[config.mk]
export PLATFORM = sky130hd
export DESIGN_NAME = digit_scheduler_flat
export DESIGN_NICKNAME = d
export VERILOG_FILES = /design/src/rtl/digit_scheduler_if.sv /design/src/rtl/digit_scheduler.sv /design/src/flat_wrapper.sv
export SDC_FILE = /design/constraint.sdc
export NUM_CORES = 1
export LEC_CHECK = 0
export ABC_CLOCK_PERIOD_IN_PS = 13400
export BUFFER_PORTS_ARGS = -buffer_cell sky130_fd_sc_hd__buf_2
export CAP_MARGIN = 20
export CELL_PAD_IN_SITES_DETAIL_PLACEMENT = 1
export CELL_PAD_IN_SITES_GLOBAL_PLACEMENT = 2
export CORE_MARGIN = 4
export CORE_UTILIZATION = 41
export CTS_BUF_LIST = sky130_fd_sc_hd__clkbuf_8
export DETAILED_ROUTE_END_ITERATION = 7
export GPL_ROUTABILITY_DRIVEN = 1
export PLACE_DENSITY_LB_ADDON = 0.1
export SETUP_SLACK_MARGIN = 0.1
export SKIP_LAST_GASP = 1
export SLEW_MARGIN = 10
export SYNTH_ARGS = -nofsm -noshare
export SYNTH_HDL_FRONTEND = slang
export SYNTH_SLANG_ARGS = --single-unit
[constraint.sdc]
create_clock -name clk -period 13.4 [get_ports clk]
set_input_delay 2.68 -clock clk [delete_from_list [all_inputs] [get_ports clk]]
set_output_delay 2.68 -clock clk [all_outputs]
set_load 0.05 [all_outputs]
[src/rtl/digit_scheduler_if.sv]
// Pixel, value-handshake and ROM signals shared between the VGA timing side,
// the numbers ROM and digit_scheduler.
interface digit_scheduler_if #(
  parameter int DIGITS = 4
) ();
  logic [9:0]          px_x;
  logic [9:0]          px_y;
  logic                px_valid;
  logic                frame_start;
  logic [4*DIGITS-1:0] value;
  logic                value_valid;
  logic                value_ready;
  logic [9:0]          x_rom;
  logic [9:0]          y_rom;
  logic                rom_pixel;
  logic                pixel_out;
  logic                pixel_valid;

  // Environment side: timing generator, value producer and ROM data.
  modport master (
    output px_x, px_y, px_valid, frame_start, value, value_valid, rom_pixel,
    input  value_ready, x_rom, y_rom, pixel_out, pixel_valid
  );

  // Scheduler side.
  modport slave (
    input  px_x, px_y, px_valid, frame_start, value, value_valid, rom_pixel,
    output value_ready, x_rom, y_rom, pixel_out, pixel_valid
  );
endinterface

[src/rtl/digit_scheduler.sv]
// digit_scheduler: turns the live pixel coordinate into numbers-ROM x/y
// addresses so a multi-digit BCD value is drawn at a fixed screen position.
// New values are taken over a ready/valid handshake but only become visible
// at frame start, so a digit never changes in the middle of a frame.
module digit_scheduler #(
  parameter int DIGITS   = 4,
  parameter int X0       = 200,
  parameter int Y0       = 100,
  parameter int DIGIT_W  = 21,
  parameter int DIGIT_H  = 23,
  parameter int GAP      = 3,
  parameter int LZ_BLANK = 1
) (
  input  logic         clk,
  input  logic         rstn,
  digit_scheduler_if.slave bus
);

  localparam int DIG_BITS = $clog2(DIGITS + 1);
  localparam int COL_BITS = $clog2(DIGIT_W + GAP);
  localparam int VW       = 4 * DIGITS;

  localparam logic [COL_BITS-1:0] COL_LAST = COL_BITS'(DIGIT_W + GAP - 1);
  localparam logic [COL_BITS-1:0] COL_W    = COL_BITS'(DIGIT_W);
  localparam logic [COL_BITS-1:0] COL_ONE  = COL_BITS'(1);
  localparam logic [DIG_BITS-1:0] DIG_END  = DIG_BITS'(DIGITS);
  localparam logic [DIG_BITS-1:0] DIG_LAST = DIG_BITS'(DIGITS - 1);
  localparam logic [DIG_BITS-1:0] DIG_ONE  = DIG_BITS'(1);
  localparam logic [9:0]          X0_C     = 10'(X0);
  localparam logic [9:0]          Y0_C     = 10'(Y0);
  localparam logic [9:0]          H_C      = 10'(DIGIT_H);
  localparam logic [9:0]          ADDR_OFF = 10'h3FF;

  typedef enum logic [0:0] {
    S_IDLE    = 1'b0,
    S_PENDING = 1'b1
  } state_t;

  state_t              state_q, state_d;
  logic                ready_q, ready_d;
  logic [VW-1:0]       pending_q, pending_d;
  logic [VW-1:0]       active_q, active_d;

  // col_q/dig_q hold the position the next valid pixel will occupy; the
  // *_cur_s values are the position of the pixel presented this cycle.
  logic [COL_BITS-1:0] col_q, col_d, col_cur_s;
  logic [DIG_BITS-1:0] dig_q, dig_d, dig_cur_s;

  logic [9:0]          row_s;
  logic                in_win_s;
  logic [3:0]          nib_s;
  logic                lz_s;
  logic                blank_s;
  logic                en_s;

  logic [9:0]          x_rom_q, x_rom_d;
  logic [9:0]          y_rom_q, y_rom_d;
  logic                en_a_q;   // address-stage enable, aligned with x_rom/y_rom
  logic                v_a_q;    // px_valid aligned with x_rom/y_rom
  logic                en_b_q;   // enable aligned with rom_pixel
  logic                v_b_q;    // px_valid aligned with rom_pixel
  logic                pix_q;
  logic                pv_q;

  // Value handshake: accept into pending while idle, commit at frame start.
  always_comb begin
    state_d   = state_q;
    pending_d = pending_q;
    active_d  = active_q;
    case (state_q)
      S_IDLE: begin
        if (bus.value_valid && ready_q) begin
          pending_d = bus.value;
          state_d   = S_PENDING;
        end else begin
          state_d   = S_IDLE;
        end
      end
      S_PENDING: begin
        if (bus.frame_start) begin
          active_d = pending_q;
          state_d  = S_IDLE;
        end else begin
          state_d  = S_PENDING;
        end
      end
      default: begin
        state_d = S_IDLE;
      end
    endcase
    ready_d = (state_d == S_IDLE);
  end

  // Handshake state, pending and active value registers.
  always_ff @(posedge clk or negedge rstn) begin
    if (!rstn) begin
      state_q   <= S_IDLE;
      ready_q   <= 1'b1;
      pending_q <= '0;
      active_q  <= '0;
    end else begin
      state_q   <= state_d;
      ready_q   <= ready_d;
      pending_q <= pending_d;
      active_q  <= active_d;
    end
  end

  // Column/digit position of the current pixel and of the next one.
  always_comb begin
    if (bus.px_valid && (bus.px_x == X0_C)) begin
      col_cur_s = '0;
      dig_cur_s = '0;
    end else begin
      col_cur_s = col_q;
      dig_cur_s = dig_q;
    end
    col_d = col_q;
    dig_d = dig_q;
    if (bus.px_valid) begin
      if (col_cur_s == COL_LAST) begin
        col_d = '0;
        dig_d = (dig_cur_s == DIG_END) ? DIG_END : (dig_cur_s + DIG_ONE);
      end else begin
        col_d = col_cur_s + COL_ONE;
        dig_d = dig_cur_s;
      end
    end else begin
      col_d = col_q;
      dig_d = dig_q;
    end
  end

  // Column/digit counters; dig parks at DIGITS past the last digit.
  always_ff @(posedge clk or negedge rstn) begin
    if (!rstn) begin
      col_q <= '0;
      dig_q <= DIG_END;
    end else begin
      col_q <= col_d;
      dig_q <= dig_d;
    end
  end

  // Window test, digit nibble selection, blanking and ROM address.
  always_comb begin
    row_s    = bus.px_y - Y0_C;
    in_win_s = bus.px_valid && (bus.px_x >= X0_C) && (bus.px_y >= Y0_C) &&
               (dig_cur_s < DIG_END) && (col_cur_s < COL_W) && (row_s < H_C);
    nib_s    = 4'h0;
    lz_s     = 1'b1;
    for (int i = 0; i < DIGITS; i++) begin
      nib_s = (dig_cur_s == DIG_BITS'(i)) ? active_q[4*(DIGITS-1-i) +: 4] : nib_s;
      lz_s  = ((DIG_BITS'(i) <= dig_cur_s) && (active_q[4*(DIGITS-1-i) +: 4] != 4'h0))
              ? 1'b0 : lz_s;
    end
    blank_s = (nib_s > 4'd9) ||
              ((LZ_BLANK != 0) && lz_s && (dig_cur_s != DIG_LAST));
    en_s    = in_win_s && !blank_s;
    if (en_s) begin
      x_rom_d = 10'(col_cur_s);
      y_rom_d = (10'(nib_s) * H_C) + row_s;
    end else begin
      x_rom_d = ADDR_OFF;
      y_rom_d = ADDR_OFF;
    end
  end

  // Address stage, ROM-latency alignment and output stage.
  always_ff @(posedge clk or negedge rstn) begin
    if (!rstn) begin
      x_rom_q <= ADDR_OFF;
      y_rom_q <= ADDR_OFF;
      en_a_q  <= 1'b0;
      v_a_q   <= 1'b0;
      en_b_q  <= 1'b0;
      v_b_q   <= 1'b0;
      pix_q   <= 1'b0;
      pv_q    <= 1'b0;
    end else begin
      x_rom_q <= x_rom_d;
      y_rom_q <= y_rom_d;
      en_a_q  <= en_s;
      v_a_q   <= bus.px_valid;
      en_b_q  <= en_a_q;
      v_b_q   <= v_a_q;
      pix_q   <= bus.rom_pixel && en_b_q;
      pv_q    <= v_b_q;
    end
  end

  assign bus.value_ready = ready_q;
  assign bus.x_rom       = x_rom_q;
  assign bus.y_rom       = y_rom_q;
  assign bus.pixel_out   = pix_q;
  assign bus.pixel_valid = pv_q;

endmodule

[src/flat_wrapper.sv]
// flat-port wrapper written by rule: the top's interface ports become plain ports
module digit_scheduler_flat 
#(
  parameter int DIGITS   = 4,
  parameter int X0       = 200,
  parameter int Y0       = 100,
  parameter int DIGIT_W  = 21,
  parameter int DIGIT_H  = 23,
  parameter int GAP      = 3,
  parameter int LZ_BLANK = 1
)
  (clk, rstn, bus_px_x, bus_px_y, bus_px_valid, bus_frame_start, bus_value, bus_value_valid, bus_rom_pixel, bus_value_ready, bus_x_rom, bus_y_rom, bus_pixel_out, bus_pixel_valid);
  digit_scheduler_if #(.DIGITS(DIGITS)) bus_i ();
  input  logic clk;
  input  logic rstn;
  input wire logic [$bits(bus_i.px_x)-1:0] bus_px_x;
  input wire logic [$bits(bus_i.px_y)-1:0] bus_px_y;
  input wire logic [$bits(bus_i.px_valid)-1:0] bus_px_valid;
  input wire logic [$bits(bus_i.frame_start)-1:0] bus_frame_start;
  input wire logic [$bits(bus_i.value)-1:0] bus_value;
  input wire logic [$bits(bus_i.value_valid)-1:0] bus_value_valid;
  input wire logic [$bits(bus_i.rom_pixel)-1:0] bus_rom_pixel;
  output wire logic [$bits(bus_i.value_ready)-1:0] bus_value_ready;
  output wire logic [$bits(bus_i.x_rom)-1:0] bus_x_rom;
  output wire logic [$bits(bus_i.y_rom)-1:0] bus_y_rom;
  output wire logic [$bits(bus_i.pixel_out)-1:0] bus_pixel_out;
  output wire logic [$bits(bus_i.pixel_valid)-1:0] bus_pixel_valid;
  assign bus_i.px_x = bus_px_x;
  assign bus_i.px_y = bus_px_y;
  assign bus_i.px_valid = bus_px_valid;
  assign bus_i.frame_start = bus_frame_start;
  assign bus_i.value = bus_value;
  assign bus_i.value_valid = bus_value_valid;
  assign bus_i.rom_pixel = bus_rom_pixel;
  assign bus_value_ready = bus_i.value_ready;
  assign bus_x_rom = bus_i.x_rom;
  assign bus_y_rom = bus_i.y_rom;
  assign bus_pixel_out = bus_i.pixel_out;
  assign bus_pixel_valid = bus_i.pixel_valid;
  digit_scheduler #(.DIGITS(DIGITS), .X0(X0), .Y0(Y0), .DIGIT_W(DIGIT_W), .DIGIT_H(DIGIT_H), .GAP(GAP), .LZ_BLANK(LZ_BLANK)) u_core (.clk(clk), .rstn(rstn), .bus(bus_i));
endmodule
======== Yosys cells after proc, flatten, opt, wreduce, memory -nomap -nowiden ========
Cells that the tools add are included.
word-level totals
  register bits ........................... 68
  input bits .............................. 42
  output and inout port bits .............. 23
  logic and storage cells ................. 79
operators by class
  add/subtract/negate cells ............... 4
  multiply operators ...................... 1
  $lt $le $gt $ge ......................... 10
  eq/ne operators ......................... 7
  multiplexer cells ....................... 18
  bitwise operators ....................... 2
  reductions and logical operators ........ 23
operator list
  cell                                                  count
  2-to-1 mux 10 bit                                     2
  2-to-1 mux 4 bit                                      4
  nonzero test 4 bit                                    4
  logical AND 1 bit                                     14
  adder 9 x 10 -> 10 bit                                1
  equality test 10 x 8 -> 1 bit, second input constant  1
  >= comparator 10 x 7 -> 1 bit, second input constant  1
  >= comparator 10 x 8 -> 1 bit, second input constant  1
  < comparator 10 x 5 -> 1 bit, second input constant   1
  2-to-1 mux 5 bit                                      2
  subtractor 10 x 7 -> 10 bit, second input constant    1
  multiplier 4 x 5 -> 9 bit, second input constant      1
  2-to-1 mux 3 bit                                      3
  equality test 3 x 2 -> 1 bit, second input constant   2
  <= comparator 1 x 3 -> 1 bit, first input constant    2
  <= comparator 2 x 3 -> 1 bit, first input constant    2
  2-to-1 mux 1 bit                                      6
  adder 5 x 1 -> 5 bit, second input constant           1
  equality test 5 bit, second input constant            1
  < comparator 5 bit, second input constant             1
  greater-than comparator 4 bit, second input constant  1
  AND reduction 2 bit                                   2
  adder 3 x 1 -> 3 bit, second input constant           1
  equality test 3 x 1 -> 1 bit, second input constant   1
  8 further kinds                                       9

======== Depth between registers and ports, before layout ========
  depth in word-level cells ............... 14
  gate-level depth with buffers ........... 21
  mapped depth without buffers ............ 20

======== Worst setup path after synthesis ========
Ideal clock, no wire load.
  path kind ............................... input to register
  start point ............................. input bus_px_x[4]
  end point ............................... register u_core.y_rom_q[9] (netlist: u_core.bus.y_rom[9])
  library setup time ...................... 0.111 ns
  data arrival time ....................... 7.034 ns
  data required time ...................... 13.289 ns
  setup slack ............................. 6.255 ns
  stages on the path ...................... 19
  buffers on the path ..................... 1
  cell sequence ........................... nor4_1 -> nand4_1 -> clkbuf_1 -> nand2_1 -> ha_1 -> and2_1 -> a221oi_1 -> o31ai_1 -> ha_1 -> fa_1 -> inv_1 -> fa_1 -> inv_1 -> ha_1 -> o21ai_0 -> o21bai_1 -> a21oi_1 -> o21a_1 -> o311ai_0
on the way
  cells in the longest elaborated chain, start to end .. 14
  elaborated cells between the ends (all ways) .. 41
  those cells by class .................... add/sub (1); mul (1); order compare (8); eq/ne (5); mux (11); reduce/logical (15)
RTL lines
  what                                                                             RTL line                text
  from (decl)                                                                      flat_wrapper.sv:16      input wire logic [$bits(bus_i.px_x)-1:0] bus_px_x;
  parallel branches: the longest is 13 deep, another holds adder 9 x 10 -> 10 bit  n/a
  2-to-1 mux 10 bit (*)                                                            digit_scheduler.sv:160  if (en_s) begin
  named net u_core.y_rom_d[9]                                                      digit_scheduler.sv:57   logic [9:0] y_rom_q, y_rom_d;
  to (signal assigned)                                                             digit_scheduler.sv:182  y_rom_q <= y_rom_d;
  to (decl)                                                                        digit_scheduler.sv:57
Mark *: on every way through the listed nets, which the timed path passes.
A chain may end at the register's enable or synchronous reset.

======== Worst setup path after layout ========
Ends and elaborated chain as after synthesis.

==> summary.md <==
| Metric | Value |
|---|---|
| Status | complete, no violations |
| CP Class | input pin to flop |
| Pin count of the biggest net entering global routing | 65 |
| Slew at the pin with the worst max-slew slack | 0.9710 ns |
| Max-slew headroom | 35.27% |
| Final setup skew | 0.01352 ns |
| Flop and latch count out of synthesis | 64 |
| Cts-stage hold buffer count | 0 |
| Leakage power | 2.027 nW |
| Commonest cells in the netlist | dfrtp_1 (46), mux2_2 (34), inv_1 (33) |
| Antenna Nets Post-Route | 0 |
| Antenna cell count | 0 |
| Slowest library cell on the worst path | o31ai_1 |
| Endpoints failing hold | 0 |
| Gpl congestion | 0.7529 |
| Crit path DAT | approximately 8 ns |
| Period minus WS final | 7.650 ns |
| First-pass GRT wire length | 14,230 µm |
| Fin nets | 493 |
| Total power | around 0.67 mW |
| Met2 wire length | 4146 µm |
| Routed wl met3 | approximately 350 µm |
| Final setup violation count | 0 |
| CTS max path bufs | 2 |
| Finished Layout Cells | approximately 530 |
| Pwr/cell area | roughly 150 nW/µm² |
| Die area | about 11,000 µm² |
| Yosys Warn Count | 0 |
| Layout cell share with drive strength beyond 1 | 33.57% |
| Area of the multi-input gates | 2008 µm² |
| Setup_tns | 0 ns |
| Iteration-0 DRC Markers | between 60 and 70 |
| Top post-synthesis cells by area | dfrtp_1 (30%), dfstp_2 (12%), mux2_2 (10%), ha_1 (8.8%), fa_1 (4.7%) |
| Hpwl dp | 6366 µm |
| Avg Synthesized Cell Area | ~11 µm² |
| Crit-path cells | buf_2, nor4_1, nand4_1, nand2_1, inv_1, ha_1, nand2_1, nor2_1, o31ai_1, ha_1, fa_1, inv_1, fa_1, inv_1, ha_1, o21ai_0, o21bai_1, a21oi_1, o21a_1, o311ai_0 |
| Die height | roughly 100 µm |
| Synth unique cells | 51 |
| Cell area after synthesis | 3832 µm² |
| FMAX | roughly 130 MHz |
| Routed wire per std cell | 15.95 µm |
| Placed Cells incl. Taps | 515 |
| # resized after CTS | 0 |
| Drt pass-1 iters | 4 |
| DR top layer | met4 |
| Peak VDD IR | between 0.00006 and 0.00007 V |
| Fin. max-slew vios | 0 |
| Clock buffer count from CTS | 9 |
| Register area | ~1600 µm² |
| Count leader, synth | dfrtp_1 |
| Worst setup SP type | input pin |
| Vias/cell | 5.382 |
| # IOs | 65 |
| Drt drc | 0 |
| Final core utilization | 48.90% |
| Mapped Cells | 352 |
| Yosys top cell by area | dfrtp_1 |
| Htree depth | 3 |
| Post-CTS Setup Bufs | 0 |
| Final period utilization | ~57% |
| Main synth FF type | dfrtp_1 |
| Clock Tree Root | clkbuf_8 |
| Post-synth EDFFs | 0 |
| Share of flip-flops with an asynchronous set or reset | 100.0% |
| DR vias | 2,858 |
| M1 WL | 3823 µm |
| CTS tree | yes |
| Synth Net Count | 430 |
| Layout area overhead | 16.78% |
| Sequential share of the synthesized area | between 40% and 50% |
| Initial antenna violation count | 0 |
| GRT Util Overall | 16.04% |
| Core area | 9153 µm² |
| Critical path endpoint category | flop |
| Min-Delay Path Class | flop to flop |
| Area share of the leading cell type in the synthesized netlist | 30.04% |
| Number of port buffers | 64 |
| Max incr delay on CP | 0.59 ns |
| Row cnt | 35 |
| WL final | approximately 8500 µm |
| Initial Util | a little over two fifths |
| Fillers | approximately 1,000 |
| RSZ-0062 raised after global routing | no |
| Worst-path fanout max | 14 |
| Worst EP required | 13.63 ns |
| Clock Pin Slew Worst Setup and Hold Paths | 0.07 ns |
| Grt ovf | 0 |
| Die width | 104.7 µm |
| Clk sink count | 64 |
| Via count of the first global-routing pass | 2,962 |
| Max Cap Viol | 0 |
| Clk_lat worst skew | roughly 0.35 ns |
-- path summary, 6_finish.rpt --
kind	startpoint	endpoint	slack (ns)	cells past startpoint
worst max-delay path	bus_px_x[4]	u_core.bus.y_rom[9]	5.75	20
worst min-delay path	u_core.en_a_q	u_core.en_b_q	0.35	0
worst max register to register	u_core.dig_q[1]	u_core.bus.y_rom[9]	8.81	17
worst min register to register	u_core.en_a_q	u_core.en_b_q	0.35	0
max in group asynchronous	rstn	u_core.col_q[2]	10.34	2
min in group asynchronous	rstn	u_core.v_b_q	2.52	2
-- metal layers --
layer,vias to the layer above,track usage [%]
li1,1362,-
met1,1431,20.94
met2,51,26.43
met3,14,3.150
met4,0,5.998
met5,-,0
-- stage by stage --
step                hold WS (ns)  setup slack [ns]  cell area (µm²)
finish                    0.3528             5.751             4476
CTS                       0.3523             5.744             4476
global placement          0.3332             5.571             4223
floorplan                 0.3312             6.255             3832
global route              0.3659             5.238             4476
detailed placement        0.3364             5.372             4223
-- flip-flops by register name (all words and copies together) (netlist names) --
name	flops
u_core.active_q	16
u_core.bus.pixel_out	1
u_core.bus.pixel_valid	1
u_core.bus.value_ready	1
u_core.bus.x_rom	6
u_core.bus.y_rom	10
u_core.col_q	5
u_core.dig_q	3
u_core.en_a_q	1
u_core.en_b_q	1
u_core.pending_q	16
u_core.state_q	1
u_core.v_a_q	1
u_core.v_b_q	1
-- cell type report --
cell class	instances	area share, %
inverters	33	2.768
flip-flops and latches	64	36.29
well taps	111	3.103
multi-input cells	242	44.87
clock buffers	10	3.075
repair buffers	65	7.325
clock inverters	6	2.572
-- logic make-up (layout without fill, tap and decap cells) --
family	Yosys count	in the layout	synth area share (%)
AOI/OAI and AO/OA	58	58	11.26
xor gates and xnor gates	12	12	2.742
adders and majority gates	36	36	13.52
buffers and inverters	46	114	5.224
DFF	64	64	42.38
muxes	36	36	10.51
and+or+nand+nor	100	100	14.36
-- worst max-delay path: cells and delay by family --
family | cells | cell delay [ns]
AND/OR/NAND/NOR | 5 | 1.49
adder cells (fa/ha/maj) | 5 | 1.99
buffers and inverters | 4 | 0.29
AO/OA/AOI/OAI | 6 | 1.40
-- where the power goes --
group	total, mW	internal, mW	switching [mW]
combinational	0.159	0.0865	0.0720
clock	0.212	0.130	0.0822
sequential	0.299	0.255	0.0447
-- cell usage in the layout, fill, tap and decap left out, types with 9 or more instances in the layout --
cell type and instances:
dfstp_2 18, nand3_1 20, clkbuf_8 10, mux2_2 34, fa_1 9, nor2_1 15
a21oi_1 14, o21ai_0 10, buf_2 64, ha_1 27, inv_1 33, and2_1 9
nand2_1 21, dfrtp_1 46
(Power assumes the default switching activity.)
